File: src/rtl/keypad_entry_ctrl_if.sv
// ============================================================================
// Module      : keypad_entry_ctrl_if
// Description : Encoder-side and downstream-side signal bundle for the
//               keypad entry controller.
// Revision    : 1.0 - initial release
// ============================================================================
`default_nettype none

interface keypad_entry_ctrl_if #(
    parameter int DIGITS = 4
) ();
    localparam int c_cnt_w = $clog2(DIGITS + 1);

    logic [3:0]          bcd_in;
    logic                valid_in;
    logic                enter;
    logic                clear;
    logic                code_ack;
    logic                enc_enablen;
    logic [4*DIGITS-1:0] code;
    logic [c_cnt_w-1:0]  digit_count;
    logic                key_strobe;
    logic                code_valid;
    logic                entry_error;

    modport master (
        output bcd_in, valid_in, enter, clear, code_ack,
        input  enc_enablen, code, digit_count, key_strobe, code_valid, entry_error
    );

    modport slave (
        input  bcd_in, valid_in, enter, clear, code_ack,
        output enc_enablen, code, digit_count, key_strobe, code_valid, entry_error
    );
endinterface

`default_nettype wire

File: src/rtl/keypad_entry_ctrl.sv
// ============================================================================
// Module      : keypad_entry_ctrl
// Description : Debounces keypad encoder digits and assembles a BCD code that
//               is handed downstream with a valid/ack handshake.
// Revision    : 1.0 - initial release
// ============================================================================
`default_nettype none

module keypad_entry_ctrl #(
    parameter int DIGITS          = 4,
    parameter int DEBOUNCE_CYCLES = 4
) (
    input  logic               clk,
    input  logic               rst_n,
    keypad_entry_ctrl_if.slave bus
);
    localparam int c_code_w = 4 * DIGITS;
    localparam int c_cnt_w  = $clog2(DIGITS + 1);
    localparam int c_db_w   = $clog2(DEBOUNCE_CYCLES + 1);

    localparam logic [c_cnt_w-1:0] c_full    = c_cnt_w'(DIGITS);
    localparam logic [c_db_w-1:0]  c_db_last = c_db_w'(DEBOUNCE_CYCLES - 1);

    typedef enum logic [2:0] {
        S_IDLE     = 3'd0,
        S_DEBOUNCE = 3'd1,
        S_CAPTURE  = 3'd2,
        S_RELEASE  = 3'd3,
        S_DONE     = 3'd4
    } state_t;

    state_t              state_q, state_d;
    logic                v_meta_q, v_s_q;
    logic [3:0]          b_meta_q, b_s_q;
    logic [3:0]          cand_q, cand_d;
    logic [c_db_w-1:0]   db_cnt_q, db_cnt_d;
    logic [c_code_w-1:0] code_q, code_d;
    logic [c_cnt_w-1:0]  count_q, count_d;
    logic                strobe_q, strobe_d;
    logic                valid_q, valid_d;
    logic                error_q, error_d;
    logic                enablen_q, enablen_d;

    // Encoder outputs are asynchronous to clk; only the second stage is used.
    always_ff @(posedge clk or negedge rst_n) begin
        if (!rst_n) begin
            v_meta_q <= 1'b0;
            v_s_q    <= 1'b0;
            b_meta_q <= 4'd0;
            b_s_q    <= 4'd0;
        end else begin
            v_meta_q <= bus.valid_in;
            v_s_q    <= v_meta_q;
            b_meta_q <= bus.bcd_in;
            b_s_q    <= b_meta_q;
        end
    end

    always_ff @(posedge clk or negedge rst_n) begin
        if (!rst_n) begin
            state_q   <= S_IDLE;
            cand_q    <= 4'd0;
            db_cnt_q  <= '0;
            code_q    <= '0;
            count_q   <= '0;
            strobe_q  <= 1'b0;
            valid_q   <= 1'b0;
            error_q   <= 1'b0;
            enablen_q <= 1'b0;
        end else begin
            state_q   <= state_d;
            cand_q    <= cand_d;
            db_cnt_q  <= db_cnt_d;
            code_q    <= code_d;
            count_q   <= count_d;
            strobe_q  <= strobe_d;
            valid_q   <= valid_d;
            error_q   <= error_d;
            enablen_q <= enablen_d;
        end
    end

    always_comb begin
        state_d  = state_q;
        cand_d   = cand_q;
        db_cnt_d = db_cnt_q;
        code_d   = code_q;
        count_d  = count_q;
        strobe_d = 1'b0;
        error_d  = 1'b0;

        unique case (state_q)
            S_IDLE: begin
                if (v_s_q) begin
                    cand_d   = b_s_q;
                    db_cnt_d = c_db_w'(1);
                    state_d  = (DEBOUNCE_CYCLES == 1) ? S_CAPTURE : S_DEBOUNCE;
                end else if (bus.enter) begin
                    if (count_q == c_full) begin
                        state_d = S_DONE;
                    end else begin
                        error_d = 1'b1;
                    end
                end
            end
            S_DEBOUNCE: begin
                if (v_s_q && (b_s_q == cand_q)) begin
                    if (db_cnt_q >= c_db_last) begin
                        state_d = S_CAPTURE;
                    end else begin
                        db_cnt_d = db_cnt_q + 1'b1;
                    end
                end else begin
                    state_d = S_IDLE;
                end
            end
            S_CAPTURE: begin
                state_d  = S_RELEASE;
                db_cnt_d = '0;
            end
            S_RELEASE: begin
                if (v_s_q) begin
                    db_cnt_d = '0;
                end else if (db_cnt_q >= c_db_last) begin
                    state_d = S_IDLE;
                end else begin
                    db_cnt_d = db_cnt_q + 1'b1;
                end
            end
            S_DONE: begin
                if (bus.code_ack) begin
                    code_d  = '0;
                    count_d = '0;
                    state_d = S_IDLE;
                end
            end
            default: state_d = S_IDLE;
        endcase

        // Digit is committed on entry to CAPTURE so the outputs line up with it.
        if (state_d == S_CAPTURE) begin
            if (count_q < c_full) begin
                code_d      = code_q << 4;
                code_d[3:0] = cand_d;
                count_d     = count_q + 1'b1;
                strobe_d    = 1'b1;
            end else begin
                error_d = 1'b1;
            end
        end

        if (bus.clear) begin
            state_d  = S_IDLE;
            code_d   = '0;
            count_d  = '0;
            strobe_d = 1'b0;
            error_d  = 1'b0;
        end

        valid_d   = (state_d == S_DONE);
        enablen_d = (state_d == S_DONE);
    end

    assign bus.code        = code_q;
    assign bus.digit_count = count_q;
    assign bus.key_strobe  = strobe_q;
    assign bus.code_valid  = valid_q;
    assign bus.entry_error = error_q;
    assign bus.enc_enablen = enablen_q;

endmodule

`default_nettype wire

File: src/flat_wrapper.sv
// flat-port wrapper written by rule: the top's interface ports become plain ports
module keypad_entry_ctrl_flat 
#(
    parameter int DIGITS          = 4,
    parameter int DEBOUNCE_CYCLES = 4
)
  (clk, rst_n, bus_bcd_in, bus_valid_in, bus_enter, bus_clear, bus_code_ack, bus_enc_enablen, bus_code, bus_digit_count, bus_key_strobe, bus_code_valid, bus_entry_error);
  keypad_entry_ctrl_if #(.DIGITS(DIGITS)) bus_i ();
  input  logic clk;
  input  logic rst_n;
  input wire logic [$bits(bus_i.bcd_in)-1:0] bus_bcd_in;
  input wire logic [$bits(bus_i.valid_in)-1:0] bus_valid_in;
  input wire logic [$bits(bus_i.enter)-1:0] bus_enter;
  input wire logic [$bits(bus_i.clear)-1:0] bus_clear;
  input wire logic [$bits(bus_i.code_ack)-1:0] bus_code_ack;
  output wire logic [$bits(bus_i.enc_enablen)-1:0] bus_enc_enablen;
  output wire logic [$bits(bus_i.code)-1:0] bus_code;
  output wire logic [$bits(bus_i.digit_count)-1:0] bus_digit_count;
  output wire logic [$bits(bus_i.key_strobe)-1:0] bus_key_strobe;
  output wire logic [$bits(bus_i.code_valid)-1:0] bus_code_valid;
  output wire logic [$bits(bus_i.entry_error)-1:0] bus_entry_error;
  assign bus_i.bcd_in = bus_bcd_in;
  assign bus_i.valid_in = bus_valid_in;
  assign bus_i.enter = bus_enter;
  assign bus_i.clear = bus_clear;
  assign bus_i.code_ack = bus_code_ack;
  assign bus_enc_enablen = bus_i.enc_enablen;
  assign bus_code = bus_i.code;
  assign bus_digit_count = bus_i.digit_count;
  assign bus_key_strobe = bus_i.key_strobe;
  assign bus_code_valid = bus_i.code_valid;
  assign bus_entry_error = bus_i.entry_error;
  keypad_entry_ctrl #(.DIGITS(DIGITS), .DEBOUNCE_CYCLES(DEBOUNCE_CYCLES)) u_core (.clk(clk), .rst_n(rst_n), .bus(bus_i));
endmodule
File: config.mk
export PLATFORM = sky130hd
export DESIGN_NAME = keypad_entry_ctrl_flat
export DESIGN_NICKNAME = d
export VERILOG_FILES = /design/src/rtl/keypad_entry_ctrl_if.sv /design/src/rtl/keypad_entry_ctrl.sv /design/src/flat_wrapper.sv
export SDC_FILE = /design/constraint.sdc
export NUM_CORES = 1
export LEC_CHECK = 0
export BUFFER_PORTS_ARGS = -buffer_cell sky130_fd_sc_hd__buf_2
export CORE_UTILIZATION = 35
export CTS_BUF_LIST = sky130_fd_sc_hd__clkbuf_4
export CTS_CLUSTER_SIZE = 10
export DETAILED_ROUTE_END_ITERATION = 6
export SYNTH_ARGS = -nofsm -noshare
export SYNTH_HDL_FRONTEND = slang
export SYNTH_SLANG_ARGS = --single-unit
File: constraint.sdc
create_clock -name clk -period 2.2 [get_ports clk]
set_clock_uncertainty 0.1 [all_clocks]
set_input_delay 0.55 -clock clk [delete_from_list [all_inputs] [get_ports clk]]
set_output_delay 0.55 -clock clk [all_outputs]
set_load 0.1 [all_outputs]
==> out/qor.yml <==
run_status: "finished with violations"
violations: "negative hold slack"
post_drt_wl_per_cell_um: 13.5
synth.area.mux_share: 0.0184
setup_viol: 0
syn-num-nets: 182
synth_edf_count: 0
cp_data_arrival_time_ns: 2.27
gr-usage-met1: 0.223
drive_gt1_frac: 0.315
synth-simple-area-share: 0.189
netlist_top_cells_count: "42 x dfrtp_1, 23 x nand2_1, 21 x a21oi_1"
grt_util_met2: 0.219
endpoint_kind: "flip-flop"
dr.pass1.iters: 4
root_buffer: "clkbuf_4"
num_antenna_cells: 0
drc: 0
clockBufferDepth: 2
holdBufCountCts: 0
fp-row-count: 25
crit_end: "u_core.db_cnt_q[0]"
switchingPower_uw: 442
grt_pass1_vias: 1295
setup_ws_ns: 0.0767
grt_use_met3: 0.0366
vdd_ir_drop_max_uv: 400
synth_seq_cells: 42
p_int_uw: 1110
portBuffers: 32
synth-main-ff-cell: "dfrtp_1"
synth_seq_area_share: 0.573
grt_pass1_wl_um: 6250
fp.dieW_um: 74.4
pwr-share-seq: 0.543
hold_slack_ns: -0.00294
r2r-end: "u_core.db_cnt_q[0]"
dp_slack_ns: -0.134
final.period_utilization: 0.965
comb_power_share: 0.219
yosysMostFrequentCell: "dfrtp_1"
synth.distinct_cells: 33
dieArea_um2: 5530
netlist_area_um2: 1830
synth_area_leaders: "dfrtp_1 57%, nand3b_1 8.2%, a21oi_1 5.7%"
cts-htree-levels: 2
rrSetupSlack_ns: 0.08
start_util: 0.376
worstRegToRegCells: 7
finalHoldViolCount: 6
nNetsFinal: 232
p_sw_frac: 0.284
hp-class: "in2async"
crit_type: "reg2reg"
grt.busiest_layer: "met1"
synth_top_family_by_area: "simple AND/OR/NAND/NOR gates"
drt_iter0_markers: 85
max_cap_viol_count: 0
syn_inst: 168
clk_pin_slew_ns: 0.12
vias: 1412
total_power_uw: 1560
cp-start-kind: "flip-flop"
synthAdderAreaFrac: 0.0273
viasPerCell: 4.94
cts_buffers: 5
routed_wl_um: 3870
ys_warn_count: 0
async_flop_share: 1.00
nFillCells: 488
power_density_nw_per_um2: 686
hpwl_um: 2560
core_region_area_um2: 4880
antenna_left: 0
antenna_found_initial: 0
cts_tree: "yes"
p_leak_uw: 0.00104
clock_power_share: 0.238
fmax_ghz: 0.471
overflow: 0
worst_slew_pin_slew_ns: 0.539
chipHeight_um: 74.4
grt_max_degree: 26
yosysTopAreaCell: "dfrtp_1"
yosys.area.top_type_share: 0.573
period_minus_slack_ns: 2.12
io-pin-count: 33
required_ns: 2.34
synth-compound-area-share: 0.130
slew_headroom: 0.640
clk_latency_ns: 0.35
routabilityCongestion: 0.773
cts_num_sinks: 42
crit_path_start: "u_core.db_cnt_q[0]"
slew_viol_final: 0
avgSynthCellArea_um2: 10.9
worstPathMaxFanout: 4
area_growth_pct: 23.7
grt_usage: 0.152
reg2reg_from: "u_core.db_cnt_q[0]"
synth_xor_area_frac: 0.0143
-- through the flow --
stage          cells  hold WS [ns]  setup TNS, ns  instance area (µm²)  utilization
2_1_floorplan    168         0.154              0                 1830            -
3_3_place_gp     273         0.233          -1.91                 2140        0.438
3_5_place_dp     273         0.237          -2.29                 2140        0.438
4_1_cts          285      0.000953              0                 2230        0.457
5_1_grt          286      0.000799        -0.0143                 2270        0.465
6_report         286      -0.00294              0                 2270        0.465
-- power groups by stage --
stage	Clock, µW	Combinational [µW]	Sequential [µW]
floorplan	0	157	875
global placement	0	324	857
detailed placement	0	324	859
CTS	378	329	845
global route	410	378	850
finish	370	341	844
-- layout make-up --
class	instances	area, µm²	share of cell area
clock buffer	6	45.0	0.0199
sequential	42	1050	0.463
inverter	7	26.3	0.0116
tap	67	83.8	0.0370
clock inverter	2	8.76	0.00386
multi-input combinational	110	731	0.322
timing repair buffer	52	323	0.142
-- state kept, by name, indices dropped and copies added, names as in the netlist --
| name | cells |
|---|---|
| u_core.bus.code | 16 |
| u_core.v_s_q | 1 |
| u_core.v_meta_q | 1 |
| u_core.state_q | 3 |
| u_core.cand_q | 4 |
| u_core.bus.key_strobe | 1 |
| u_core.bus.digit_count | 3 |
| u_core.bus.code_valid | 1 |
| u_core.db_cnt_q | 3 |
| u_core.bus.entry_error | 1 |
| u_core.b_meta_q | 4 |
| u_core.b_s_q | 4 |
-- critical path: stages, from the launching register on --
cell     delay, ns
dfrtp_1       0.41
ha_1          0.21
ha_1          0.21
a211o_1       0.30
buf_4         0.16
nor4_2        0.30
a31oi_2       0.09
a22o_1        0.25
-- how the worst min path moves through the flow --
stage	end	slack [ns]	depth (start not counted)
5_1_grt	u_core.bus.code[15]	0.0008	1
3_5_place_dp	u_core.b_s_q[0]	0.24	0
2_1_floorplan	u_core.b_meta_q[0]	0.15	0
3_3_place_gp	u_core.b_s_q[1]	0.23	0
4_1_cts	u_core.bus.code[15]	0.001	1
6_report	u_core.bus.code[15]	-0.003	1
-- cell usage in the layout (no fill, tap or decap), types with 3 or more instances in the layout --
cell / synthesis / layout
dfrtp_1: 42 / 42
buf_2: 4 / 32
nand2_1: 23 / 23
a21oi_1: 21 / 21
nand3b_1: 20 / 20
buf_4: 1 / 19
inv_1: 7 / 7
nor2_1: 6 / 6
clkbuf_4: 0 / 6
o21ai_0: 4 / 4
a211oi_1: 4 / 4
ha_1: 4 / 4
xor2_1: 3 / 3
mux2_2: 3 / 3
-- per-layer routing --
layer / wire [µm] / vias up
met4: 34 / 0
met1: 1940 / 690
met2: 1780 / 26
met5: 0 / -
met3: 111 / 4
li1: - / 692
-- cells by family after synthesis --
logic type | count (synthesis)
simple gates | 60
xor+xnor | 3
buf+inv | 17
compound gates | 39
fa+ha+maj | 4
mux | 3
flops | 42
-- timing repair --
item                                    CTS  global route
gates resized for setup                   1             3
gates cloned                              1             0
pin swaps                                 1             1
buffers inserted                          3             1
endpoints found under the setup margin   18            23
(Power assumes the default switching activity.)
